===== config.mk =====
export PLATFORM = sky130hd
export DESIGN_NAME = shader_program_ring
export DESIGN_NICKNAME = d
export VERILOG_FILES = /design/src/rtl/shader_program_ring.sv
export SDC_FILE = /design/constraint.sdc
export NUM_CORES = 1
export LEC_CHECK = 0
export ABC_AREA = 1
export ABC_CLOCK_PERIOD_IN_PS = 2300
export CORE_UTILIZATION = 60
export CTS_CLUSTER_DIAMETER = 50
export CTS_CLUSTER_SIZE = 12
export DETAILED_ROUTE_END_ITERATION = 7
export PLACE_DENSITY = 0.83
export SLEW_MARGIN = 20
export SYNTH_ARGS = -nofsm -noshare
export SYNTH_HDL_FRONTEND = slang
export SYNTH_SLANG_ARGS = --single-unit

===== constraint.sdc =====
create_clock -name clk_i -period 2.3 [get_ports clk_i]
set_clock_uncertainty 0.1 [all_clocks]
set_input_delay 0.46 -clock clk_i [delete_from_list [all_inputs] [get_ports clk_i]]
set_output_delay 0.46 -clock clk_i [all_outputs]
set_load 0.01 [all_outputs]

===== src/rtl/shader_program_ring.sv =====
// Circular instruction store for the tiny-shader core: the head word is presented combinationally,
// the ring rotates on shift, and a new program can be streamed in through a valid/ready load port.
module shader_program_ring #(
  parameter int                 INSTR_W   = 8,
  parameter int                 NUM_INSTR = 8,
  parameter logic [INSTR_W-1:0] NOP_INSTR = INSTR_W'(8'b0111_0000),
  parameter int                 PC_W      = $clog2(NUM_INSTR)
) (
  input  logic               clk_i,
  input  logic               rst_i,
  input  logic               shift_i,
  output logic [INSTR_W-1:0] instr_o,
  output logic [PC_W-1:0]    pc_o,
  output logic               wrap_o,
  input  logic               load_start_i,
  input  logic               load_valid_i,
  input  logic [INSTR_W-1:0] load_data_i,
  output logic               load_ready_o,
  output logic               busy_o,
  output logic               load_done_o
);

  localparam int               CNT_W    = $clog2(NUM_INSTR + 1);
  localparam logic [PC_W-1:0]  PC_LAST  = PC_W'(NUM_INSTR - 1);
  localparam logic [CNT_W-1:0] CNT_LAST = CNT_W'(NUM_INSTR - 1);

  typedef enum logic {IDLE, LOAD} state_t;

  state_t             state_q, state_d;
  logic [PC_W-1:0]    pc_q, pc_d;
  logic [CNT_W-1:0]   cnt_q, cnt_d;
  logic               wrap_q, wrap_d;
  logic               done_q, done_d;
  logic [INSTR_W-1:0] mem_q [NUM_INSTR];
  logic [INSTR_W-1:0] mem_d [NUM_INSTR];
  logic               rotate;
  logic               accept;

  // A start request wins over a same-cycle shift, so rotation is suppressed then.
  always_comb begin
    rotate = (state_q == IDLE) && shift_i && !load_start_i;
    accept = (state_q == LOAD) && load_valid_i;
  end

  // Both rotation and loading move every word one place toward the head;
  // they differ only in what enters the tail.
  genvar gi;
  generate
    for (gi = 0; gi < NUM_INSTR - 1; gi++) begin : g_body
      assign mem_d[gi] = (rotate || accept) ? mem_q[gi+1] : mem_q[gi];
    end
  endgenerate

  assign mem_d[NUM_INSTR-1] = rotate ? mem_q[0] :
                              accept ? load_data_i : mem_q[NUM_INSTR-1];

  generate
    for (gi = 0; gi < NUM_INSTR; gi++) begin : g_mem
      always_ff @(posedge clk_i) begin
        if (rst_i) begin
          mem_q[gi] <= NOP_INSTR;
        end else begin
          mem_q[gi] <= mem_d[gi];
        end
      end
    end
  endgenerate

  always_comb begin
    state_d = state_q;
    pc_d    = pc_q;
    cnt_d   = cnt_q;
    wrap_d  = 1'b0;
    done_d  = 1'b0;
    case (state_q)
      IDLE: begin
        if (load_start_i) begin
          state_d = LOAD;
          cnt_d   = '0;
        end else if (shift_i) begin
          wrap_d = (pc_q == PC_LAST);
          pc_d   = (pc_q == PC_LAST) ? '0 : pc_q + 1'b1;
        end
      end
      LOAD: begin
        if (load_valid_i) begin
          if (cnt_q == CNT_LAST) begin
            state_d = IDLE;
            pc_d    = '0;
            cnt_d   = '0;
            done_d  = 1'b1;
          end else begin
            cnt_d = cnt_q + 1'b1;
          end
        end
      end
      default: state_d = IDLE;
    endcase
  end

  always_ff @(posedge clk_i) begin
    if (rst_i) begin
      state_q <= IDLE;
      pc_q    <= '0;
      cnt_q   <= '0;
      wrap_q  <= 1'b0;
      done_q  <= 1'b0;
    end else begin
      state_q <= state_d;
      pc_q    <= pc_d;
      cnt_q   <= cnt_d;
      wrap_q  <= wrap_d;
      done_q  <= done_d;
    end
  end

  assign instr_o      = mem_q[0];
  assign pc_o         = pc_q;
  assign wrap_o       = wrap_q;
  assign load_ready_o = (state_q == LOAD);
  assign busy_o       = (state_q == LOAD);
  assign load_done_o  = done_q;

endmodule

== Word-level counts from Yosys, hierarchy flattened ==
Memory sizes are Yosys's and may differ from the RTL's.
Cells that the tools add are included.

* Multiply operators: 0
* Shift-type cells: 0
* $lt $le $gt $ge: 0
* Divide/modulo/power cells: 0
* $add $sub $neg: 2
* Reduce and logical (&&, ||, !) cells: 9
* Equal/unequal tests: 7
* Muxes and demuxes: 35
* Bitwise logic cells: 11

{| class="wikitable"
|+ Operator list
! kind !! count
|-
| $mux W8 || 17
|-
| $mux W3 || 5
|-
| $mux W4 || 3
|-
| $ne A2 B2 Y1 const B || 4
|-
| $or A1 B1 Y1 || 8
|-
| $pmux W4 S2 || 1
|-
| $mux W1 || 7
|-
| $pmux W3 S2 || 1
|-
| $add A4 B1 Y4 const B || 1
|-
| $eq A4 B3 Y1 const B || 1
|-
| $reduce_and A4 Y1 || 1
|-
| $reduce_or A4 Y1 || 1
|-
| $add A3 B1 Y3 const B || 1
|-
| $eq A3 B3 Y1 const B || 1
|-
| $logic_and A1 B1 Y1 || 3
|-
| $not A1 Y1 || 3
|-
| $reduce_or A3 Y1 || 1
|-
| $ne A2 B1 Y1 const B || 1
|-
| $pmux W1 S2 || 1
|-
| $reduce_and A2 Y1 || 1
|-
| $logic_not A1 Y1 || 1
|-
| $logic_or A1 B1 Y1 || 1
|}

* Input bits: 13
* Output and inout bits: 15
* RAM bits: 64
* Bits in read-only memories: 0
* Flip-flop bits (word level): 10
* Memories kept: 1
* Logic and storage cells: 70
* Bits in latches: 0

{| class="wikitable"
|+ Memories
! memory !! words !! bits a word !! read ports !! clocked after Yosys merged registers in !! write ports !! line !! text
|-
| mem_q || 8 || 8 || 8 || 0 || 8 || 34 || <nowiki>logic [INSTR_W-1:0] mem_q [NUM_INSTR];</nowiki>
|}

== Depth between registers and ports, before layout ==
Gate-level depths: netlist of run 1.

* Depth in word-level cells: 6
* Gate-level depth with buffers: 8
* Mapped depth without buffers: 8

== Worst setup path before layout of run 1 ==
No wires, ideal clock.

* Path type: register -> register
* From: register state_q, in the netlist busy_o
* To: register pc_q[1], in the netlist pc_o[1]
* Data arrival time: 1.146 ns
* Stages on the path, launching flop included: 6
* Slack: 0.936 ns
* Setup time: 0.117 ns
* Buffers on the path: 0
* Required time: 2.083 ns
* Period minus slack after synthesis: 1.364 ns
* Cells stage by stage: dfxtp_1 -> nand2_1 -> inv_1 -> nand2_1 -> a21boi_0 -> nor2_1

* Cells in the longest elaborated chain, start to end: 3
* Elaborated cells between the ends (all ways): 7
* Those cells by class: eq/ne (4); mux (1); bitwise (1); reduce/logical (1)

{| class="wikitable"
|+ Ends and longest elaborated chain
! item !! line !! text
|-
| start: declaration || 29 || <nowiki>state_t state_q, state_d;</nowiki>
|-
| start signal: assignment || 109 || <nowiki>state_q <= state_d;</nowiki>
|-
| $not A1 Y1 (no source line) || -- ||
|-
| $ne A2 B2 Y1 (no source line) || -- ||
|-
| $reduce_and A4 Y1 (no source line) || -- ||
|-
| end signal: assignment || 110 || <nowiki>pc_q <= pc_d;</nowiki>
|-
| end: declaration || 30 || <nowiki>logic [PC_W-1:0] pc_q, pc_d;</nowiki>
|}

Parallel ways exist; a longest one is shown, timed or not.
A chain may end at the register's enable or synchronous reset.

== Worst setup path after layout of run 1 ==
* From: register state_q, in the netlist busy_o
* To: output port load_ready_o

{| class="wikitable"
|+ RTL lines
! item !! line !! text
|-
| end: declaration || 18 || <nowiki>output logic load_ready_o,</nowiki>
|}

No word-level cell between the ends.

==> metrics, run 1 <==
status=finished with violations; failing checks=DRC; Ys Warns=0; combinational family with the most area after synthesis=simple AND/OR/NAND/NOR gates; worst r2r path cells=5; I/O Buffers=27; row count=24; Avg Inst Size Synth=7.64 sq um; crit-path cells=clkdlybuf4s50_1; worst hold stages=2; Net Sw Frac=24.8%; startpoint types=flop; Fillers=328; P&R area growth vs syn=16.7%; Leak Pwr=1.52 nW; simple-gate share of the synthesized area=30.1%; starting density of the core=63.8%; Worst slew margin=76.0%; Post-Synth XOR/XNOR Area=0.309%; Placed Area=0.00307 sq mm; worst slack, placed=0.296 ns; hold_sp=mem_q[0][28]; # hold bufs at CTS=0; Setup Crit Path Kind=flop to output port; DRT iter0 DRCs=212; CP endpoint kind=output port; antenna viol nets, final=0; Post-Synthesis Cell Area=0.00284 sq mm; syn_nets=387; final setup margin=0.349 ns; Peak VDD IR=0.707 mV; clock root buffer=clkbuf_8; post-synth cell types=23; post-CTS sizing=0; Final Util=74.4%; Fmax=513 MHz; sequential share of power=48.3%; Final setup violation count=0; CTS Sinks=74; core area=0.00444 sq mm; Hold Path Sink=mem_q[0][28]; Compound-Gate Fraction of Synth Area=8.38%; Net Switching=741 uW; slowest CP cell=clkdlybuf4s50_1; clock-pin slew on the worst setup and hold paths=0.08 ns; HPWL Detailed=3220 um; Yosys reg bits=74; Hold WC Path Type=flop to flop; GRT Total Usage=24.7%; worst r2r src=busy_o; Synth Instances=371; area of the multi-input gates=0.00114 sq mm; R2R Setup Slk=0.66 ns; max cap viols=0; DIE WIDTH=70.7 um; Worst Path Buf+Inv=1; actual slew at the worst max-slew pin=0.360 ns; GP Congestion=0.812; Top delay family on crit path=buffers and inverters; Max FO, Critical Path=6; vias in the first global route=2202; Combinational Power Share=11.5%; layout cells sized above 1=7.38%; first-pass GRT wire length=9700 um; placed cell count=429; antenna cells=0; Register Area=0.00148 sq mm; Pre-Repair DR Iteration Count=6; DIE AREA=0.00500 sq mm; post-synthesis mux area share=0%; adder-cell share of the synthesized area=1.32%; total grt overflow=0; most frequent cells in the layout=nor2_1 (92), nand2_1 (77), dfxtp_1 (74); antenna violations before repair=0; clock tree buffer depth=2; worst path required time=1.74 ns; Final period util=84.8%; Final #Nets=404; DR WL/cell=12.2 um; CTS tree=done; Total Wirelength=5420 um; fin cells=445; internal power=2.25 mW; RR Endpoint=mem_q[1][10]; post-route cell area=0.00331 sq mm; final slew viol count=0; H-Tree Depth=3; setup_tns=0 ns; crit path DAT=1.39 ns; worst skew pair latency=0.35 ns; routed via count=2371; P per Cell Area=904 mW/mm^2; Final Hold Viols=0; num ports=28; CTS Buf Count=9; Crit path largest cell delay=0.58 ns; number of post-CTS setup repair buffers=0; Tot Pwr=2.99 mW; final hold slack=0.361 ns; Vias/cell=5.33; RSZ-0062 raised after global routing=false; post-layout min period=1.95 ns; Seq/Total Area, Yosys=52.3%; chip height=70.7 um; Clk pwr share=40.2%; largest net degree at the start of global routing=42; drt drc=10; most common cell after layout, fill and taps aside=nor2_1
==> cells by family after synthesis <==
family / Yosys count
compound gates: 46
fa+ha+maj: 3
buf+inv: 39
flops: 74
simple gates: 208
xor+xnor: 1
==> cell usage after synthesis (all sizes together) <==
library cell	count	area share, %
a21boi	2	0.53
inv	8	1.1
nor3	2	0.35
nand3	29	5.1
dfxtp	74	52
nand3b	2	0.53
nand2	79	11
nor2	93	13
buf	24	5.7
clkbuf	6	0.79
o211ai	1	0.26
nand4	3	0.66
o21ai	41	7.2
ha	3	1.3
clkinv	1	0.13
a21oi	2	0.35
xor2	1	0.31
==> area by class of cell <==
class | instances | share of cell area (%)
Tap cell | 52 | 1.97
Inverter | 9 | 1.02
Timing Repair Buffer | 36 | 10.6
Multi-Input combinational cell | 258 | 34.3
Clock inverter | 7 | 3.56
Clock buffer | 9 | 3.74
Sequential cell | 74 | 44.8
==> layer usage <==
| metal | GRT usage, % | vias to the layer above | part of all wire, % |
|---|---|---|---|
| li1 | - | 1208 | - |
| met1 | 30.7 | 1095 | 44 |
| met4 | 10.7 | 0 | 1.6 |
| met2 | 41.1 | 61 | 49 |
| met5 | 0 | - | 0 |
| met3 | 6.13 | 7 | 4.8 |
==> power by group through the flow <==
stage               registers, mW  logic (mW)  clock network, mW
CTS                          1.45       0.344               1.21
global route                 1.46       0.396               1.26
finish                       1.45       0.343               1.20
global placement             1.47       0.328                  0
detailed placement           1.47       0.336                  0
floorplan                    1.46       0.255                  0
==> registers in the layout (all words and copies together) (netlist names) <==
| register | cells |
|---|---|
| busy_o | 1 |
| load_done_o | 1 |
| pc_o | 3 |
| wrap_o | 1 |
| mem_q | 64 |
| cnt_q | 4 |
==> worst max-delay path by stage <==
| stage | startpoint | endpoint | cells past startpoint |
|---|---|---|---|
| global route | busy_o | load_ready_o | 1 |
| finish | busy_o | load_ready_o | 1 |
| floorplan | busy_o | pc_o[1] | 5 |
| CTS | busy_o | load_ready_o | 1 |
| detailed placement | load_start_i | mem_q[1][21] | 8 |
| global placement | load_start_i | mem_q[1][29] | 8 |
==> worst register-to-register path: stages (launching register included) <==
cell,delay [ns]
dfxtp_1,0.46
nand2_1,0.22
nand2_4,0.13
buf_4,0.34
o21ai_0,0.18
nor2_1,0.13
Power figures use the tool's default switching activity.
==> run 2: changes to the inputs <==
--- a/config.mk
+++ b/config.mk
@@ -6,12 +6,12 @@
 export NUM_CORES = 1
 export LEC_CHECK = 0
 export ABC_AREA = 1
-export ABC_CLOCK_PERIOD_IN_PS = 2300
-export CORE_UTILIZATION = 60
+export ABC_CLOCK_PERIOD_IN_PS = 1660
+export CORE_UTILIZATION = 50
 export CTS_CLUSTER_DIAMETER = 50
 export CTS_CLUSTER_SIZE = 12
 export DETAILED_ROUTE_END_ITERATION = 7
-export PLACE_DENSITY = 0.83
+export PLACE_DENSITY = 0.74
 export SLEW_MARGIN = 20
 export SYNTH_ARGS = -nofsm -noshare
 export SYNTH_HDL_FRONTEND = slang
==> constraint.sdc (replaced) <==
create_clock -name clk_i -period 1.66 [get_ports clk_i]
set_clock_uncertainty 0.1 [all_clocks]
set_input_delay 0.332 -clock clk_i [delete_from_list [all_inputs] [get_ports clk_i]]
set_output_delay 0.332 -clock clk_i [all_outputs]
set_load 0.01 [all_outputs]
==> metrics, run 2 (synthesis results as in run 1) <==
clock-pin slew on the worst setup and hold paths=0.08 ns; R2R Setup Slk=0.22 ns; Worst slew margin=82.0%; vias in the first global route=2217; crit path DAT=1.17 ns; Worst Path Buf+Inv=1; Fillers=506; layout cells sized above 1=8.84%; slowest CP cell=clkdlybuf4s50_1; CTS tree=done; CP endpoint kind=output port; first-pass GRT wire length=9700 um; Final Hold Viols=0; DRT iter0 DRCs=180; Crit path depth=1; routed via count=2356; final setup margin=0.0583 ns; Reg with most FFs=mem_q; antenna violations before repair=0; Fmax=624 MHz; worst r2r src=cnt_q[0]; num ports=28; Pre-Repair DR Iteration Count=4; RR Endpoint=pc_o[2]; Hold WC Path Type=flop to flop; GRT Total Usage=20.6%; drt drc=0; hold_sp=mem_q[0][14]; Final #Nets=407; largest net degree at the start of global routing=71; Vias/cell=5.03; max FFs per register=64; GP Congestion=0.753; total grt overflow=0; status=completed; worst r2r path cells=6; Final setup violation count=0; antenna cells=0; CTS Sinks=74; Setup Crit Path Kind=flop to output port; H-Tree Depth=3; final slew viol count=0; P&R area growth vs syn=19.2%; Final period util=96.5%; worst skew pair latency=0.35 ns; CTS Buf Count=9; most frequent cells in the layout=nor2_1 (92), nand2_1 (77), dfxtp_1 (71); Placed Area=0.00316 sq mm; worst hold stages=2; core area=0.00547 sq mm; fin cells=468; RSZ-0062 raised after global routing=false; antenna viol nets, final=0; placed cell count=452; worst slack, placed=-0.0856 ns; worst path required time=1.23 ns; post-route cell area=0.00338 sq mm; chip height=77.3 um; number of post-CTS setup repair buffers=0; starting density of the core=51.8%; post-layout min period=1.60 ns; P per Cell Area=1200 mW/mm^2; HPWL Detailed=3550 um; actual slew at the worst max-slew pin=0.271 ns; Top delay family on crit path=buffers and inverters; I/O Buffers=27; DR WL/cell=11.9 um; Tot Pwr=4.04 mW; Peak VDD IR=0.515 mV; most common cell after layout, fill and taps aside=nor2_1; Total Wirelength=5570 um; Leak Pwr=1.61 nW; clock tree buffer depth=2; Max FO, Critical Path=1; DIE AREA=0.00598 sq mm; crit-path cells=clkdlybuf4s50_1; clock root buffer=clkbuf_8; Crit path largest cell delay=0.52 ns; DIE WIDTH=77.3 um; row count=27; Hold Path Sink=mem_q[0][14]; startpoint types=flop; max cap viols=0
==> run 2: cell types whose count changed in the layout (fill, tap and decap cells not counted), sizes merged, moves of 2 or more <==
cell           before  now
clkdlybuf4s50      27   13
dlygate4sd2         0   13
buf                 9   12
clkinvlp            3    1
inv                 8   11
==> run 2: final cells by class <==
type	count	area, sq um	area share [%]
well taps	72	90.1	2.67
flip-flops and latches	74	1490	44.0
repair buffers	39	409	12.1
inverters	9	33.8	1.00
clock inverters	7	98.8	2.92
clock buffers	9	124	3.67
multi-input cells	258	1140	33.6
==> run 2: layer usage <==
| layer | vias to the layer above | GRT usage (%) | routed length [um] |
|---|---|---|---|
| met5 | - | 0 | 0 |
| met4 | 0 | 12.1 | 108 |
| met3 | 7 | 3.33 | 154 |
| met2 | 31 | 34.7 | 2740 |
| met1 | 1103 | 24.6 | 2570 |
| li1 | 1215 | - | - |
==> run 2: what timing repair did <==
action                     CTS  global route
setup endpoints to repair   13             1
hold buffers                 0             0
gates resized for setup     17             1
pin swaps                    0             0
==> run 2: worst max-delay path by stage <==
stage                 startpoint      endpoint  slack (ns)
floorplan                 busy_o       pc_o[1]        0.30
global placement    load_start_i  mem_q[0][19]       -0.03
detailed placement  load_valid_i      cnt_q[0]       -0.09
CTS                       wrap_o        wrap_o        0.03
global route         load_done_o   load_done_o        0.02
finish               load_done_o   load_done_o        0.06
==> run 2: metrics by stage <==
step,hold slack [ns],utilization (%),TNS (ns)
finish,0.359,61.8,0
global route,0.375,61.8,0
CTS,0.364,61.7,0
detailed placement,0.343,57.8,-2.87
global placement,0.338,57.8,-1.27
floorplan,0.301,-,0
==> run 2: power by group <==
part	internal [mW]	switching, mW	total, mW
combinational	0.208	0.274	0.483
sequential	1.92	0.0816	2.00
clock	0.859	0.694	1.55
total	2.99	1.05	4.04
==> run 3: changes to the inputs <==
--- a/config.mk
+++ b/config.mk
@@ -7,6 +7,7 @@
 export LEC_CHECK = 0
 export ABC_AREA = 1
 export ABC_CLOCK_PERIOD_IN_PS = 1660
+export CORE_ASPECT_RATIO = 2
 export CORE_UTILIZATION = 50
 export CTS_CLUSTER_DIAMETER = 50
 export CTS_CLUSTER_SIZE = 12
==> metrics, run 3 (synthesis results as in run 1) <==
status=completed; Combinational Power Share=13.3%; GRT Total Usage=20.6%; worst skew pair latency=0.35 ns; sequential share of power=54.2%; Final period util=97.4%; clock tree buffer depth=2; DIE AREA=0.00599 sq mm; antenna viol nets, final=0; Setup crit start=load_done_o; # hold bufs at CTS=0; I/O Buffers=27; largest net degree at the start of global routing=44; Vias/cell=5.19; Peak VDD IR=0.664 mV; routed via count=2374; CTS Buf Count=9; grt met2 use=36.1%; Fillers=504; hold_sp=mem_q[0][22]; GP Congestion=0.774; internal power=2.71 mW; startpoint types=flop; met1 usage=22.9%; crit path DAT=1.19 ns; final slew viol count=0; Net Switching=997 uW; post-layout min period=1.62 ns; clock root buffer=clkbuf_8; most common cell after layout, fill and taps aside=nor2_1; Leak Pwr=1.58 nW; CTS tree=done; Final Hold Viols=0; row count=38; Crit path largest cell delay=0.52 ns; Top delay family on crit path=buffers and inverters; antenna cells=0; total grt overflow=0; CTS Sinks=74; Net Sw Frac=26.9%; chip height=108 um; number of post-CTS setup repair buffers=0; P per Cell Area=1110 mW/mm^2; layer with the highest usage=met2; starting density of the core=52.3%; most frequent cells in the layout=nor2_1 (92), nand2_1 (77), dfxtp_1 (73); vias in the first global route=2192; DR WL/cell=12.2 um; HPWL Detailed=3770 um; clock-pin slew on the worst setup and hold paths=0.08 ns; H-Tree Depth=3; antenna violations before repair=0; Clk pwr share=32.6%; P&R area growth vs syn=17.5%; actual slew at the worst max-slew pin=0.238 ns; DRT iter0 DRCs=82; Final setup violation count=0; slowest CP cell=clkdlybuf4s50_1; first-pass GRT wire length=9720 um; Setup Crit Path Kind=flop to output port; Hold WC Path Type=flop to flop; final setup margin=0.0427 ns; worst slack, placed=-0.0609 ns; final hold slack=0.360 ns; core area=0.00542 sq mm; Pre-Repair DR Iteration Count=4; drt drc=0; global routing met3 resource utilization=3.95%; worst path required time=1.23 ns; num ports=28; max cap viols=0; RSZ-0062 raised after global routing=false; layout cells sized above 1=8.56%; max FFs per register=64; Final #Nets=409; crit-path cells=clkdlybuf4s50_1; Worst slew margin=84.1%; worst r2r src=cnt_q[0]; Max FO, Critical Path=1; Total Wirelength=5570 um; CP endpoint kind=output port; DIE WIDTH=55.2 um; Worst Path Buf+Inv=1; Reg with most FFs=mem_q; Fmax=618 MHz
==> run 3: changes by cell type in the layout (fill, tap and decap cells not counted), sizes merged <==
cell,before,now
clkinv,2,5
dlymetal6s2s,1,0
bufinv,2,0
clkdlybuf4s50,13,14
buf,12,14
inv,11,8
clkbuf,9,10
==> run 3: layer usage <==
| metal | vias to the layer above | wire length (um) |
|---|---|---|
| met5 | - | 0 |
| met1 | 1100 | 2370 |
| met2 | 42 | 2870 |
| met4 | 0 | 123 |
| met3 | 12 | 215 |
| li1 | 1220 | - |
==> run 3: area by class of cell <==
type,count,area (sq um),share of cell area [%]
flip-flops and latches,74,1480,44.5
multi-input cells,258,1140,34.1
repair buffers,41,434,13.0
clock buffers,10,138,4.13
well taps,60,75.1,2.25
inverters,9,33.8,1.01
clock inverters,5,31.3,0.939
==> run 3: worst paths after layout <==
check	cells past startpoint	slack, ns	endpoint
setup / recovery	1	0.04	load_done_o
hold / removal	2	0.36	mem_q[0][22]
setup reg to reg	6	0.25	pc_o[2]
hold reg to reg	2	0.36	mem_q[0][22]
==> run 3: per-stage QoR <==
| stage | setup TNS, ns | area (sq um) | utilization (%) | total power, mW | cells |
|---|---|---|---|---|---|
| 2_1_floorplan | 0 | 2840 | - | 2.38 | 371 |
| 3_3_place_gp | -1.21 | 3180 | 58.6 | 2.55 | 442 |
| 3_5_place_dp | -2.06 | 3180 | 58.6 | 2.56 | 442 |
| 4_1_cts | 0 | 3330 | 61.4 | 3.75 | 457 |
| 5_1_grt | 0 | 3330 | 61.4 | 3.91 | 457 |
| 6_report | 0 | 3330 | 61.4 | 3.70 | 457 |
==> run 3: what timing repair did <==
action / in CTS / in global routing
resized for setup: 14 / 0
endpoints found under the hold margin: 0 / 0
setup endpoints to repair: 13 / 0
==> run 3: power groups by stage <==
| stage | clock [mW] | sequential (mW) | combinational [mW] |
|---|---|---|---|
| CTS | 1.24 | 2.01 | 0.499 |
| finish | 1.21 | 2.01 | 0.492 |
| detailed placement | 0 | 2.05 | 0.513 |
| global placement | 0 | 2.04 | 0.501 |
| global route | 1.32 | 2.02 | 0.564 |
| floorplan | 0 | 2.02 | 0.354 |
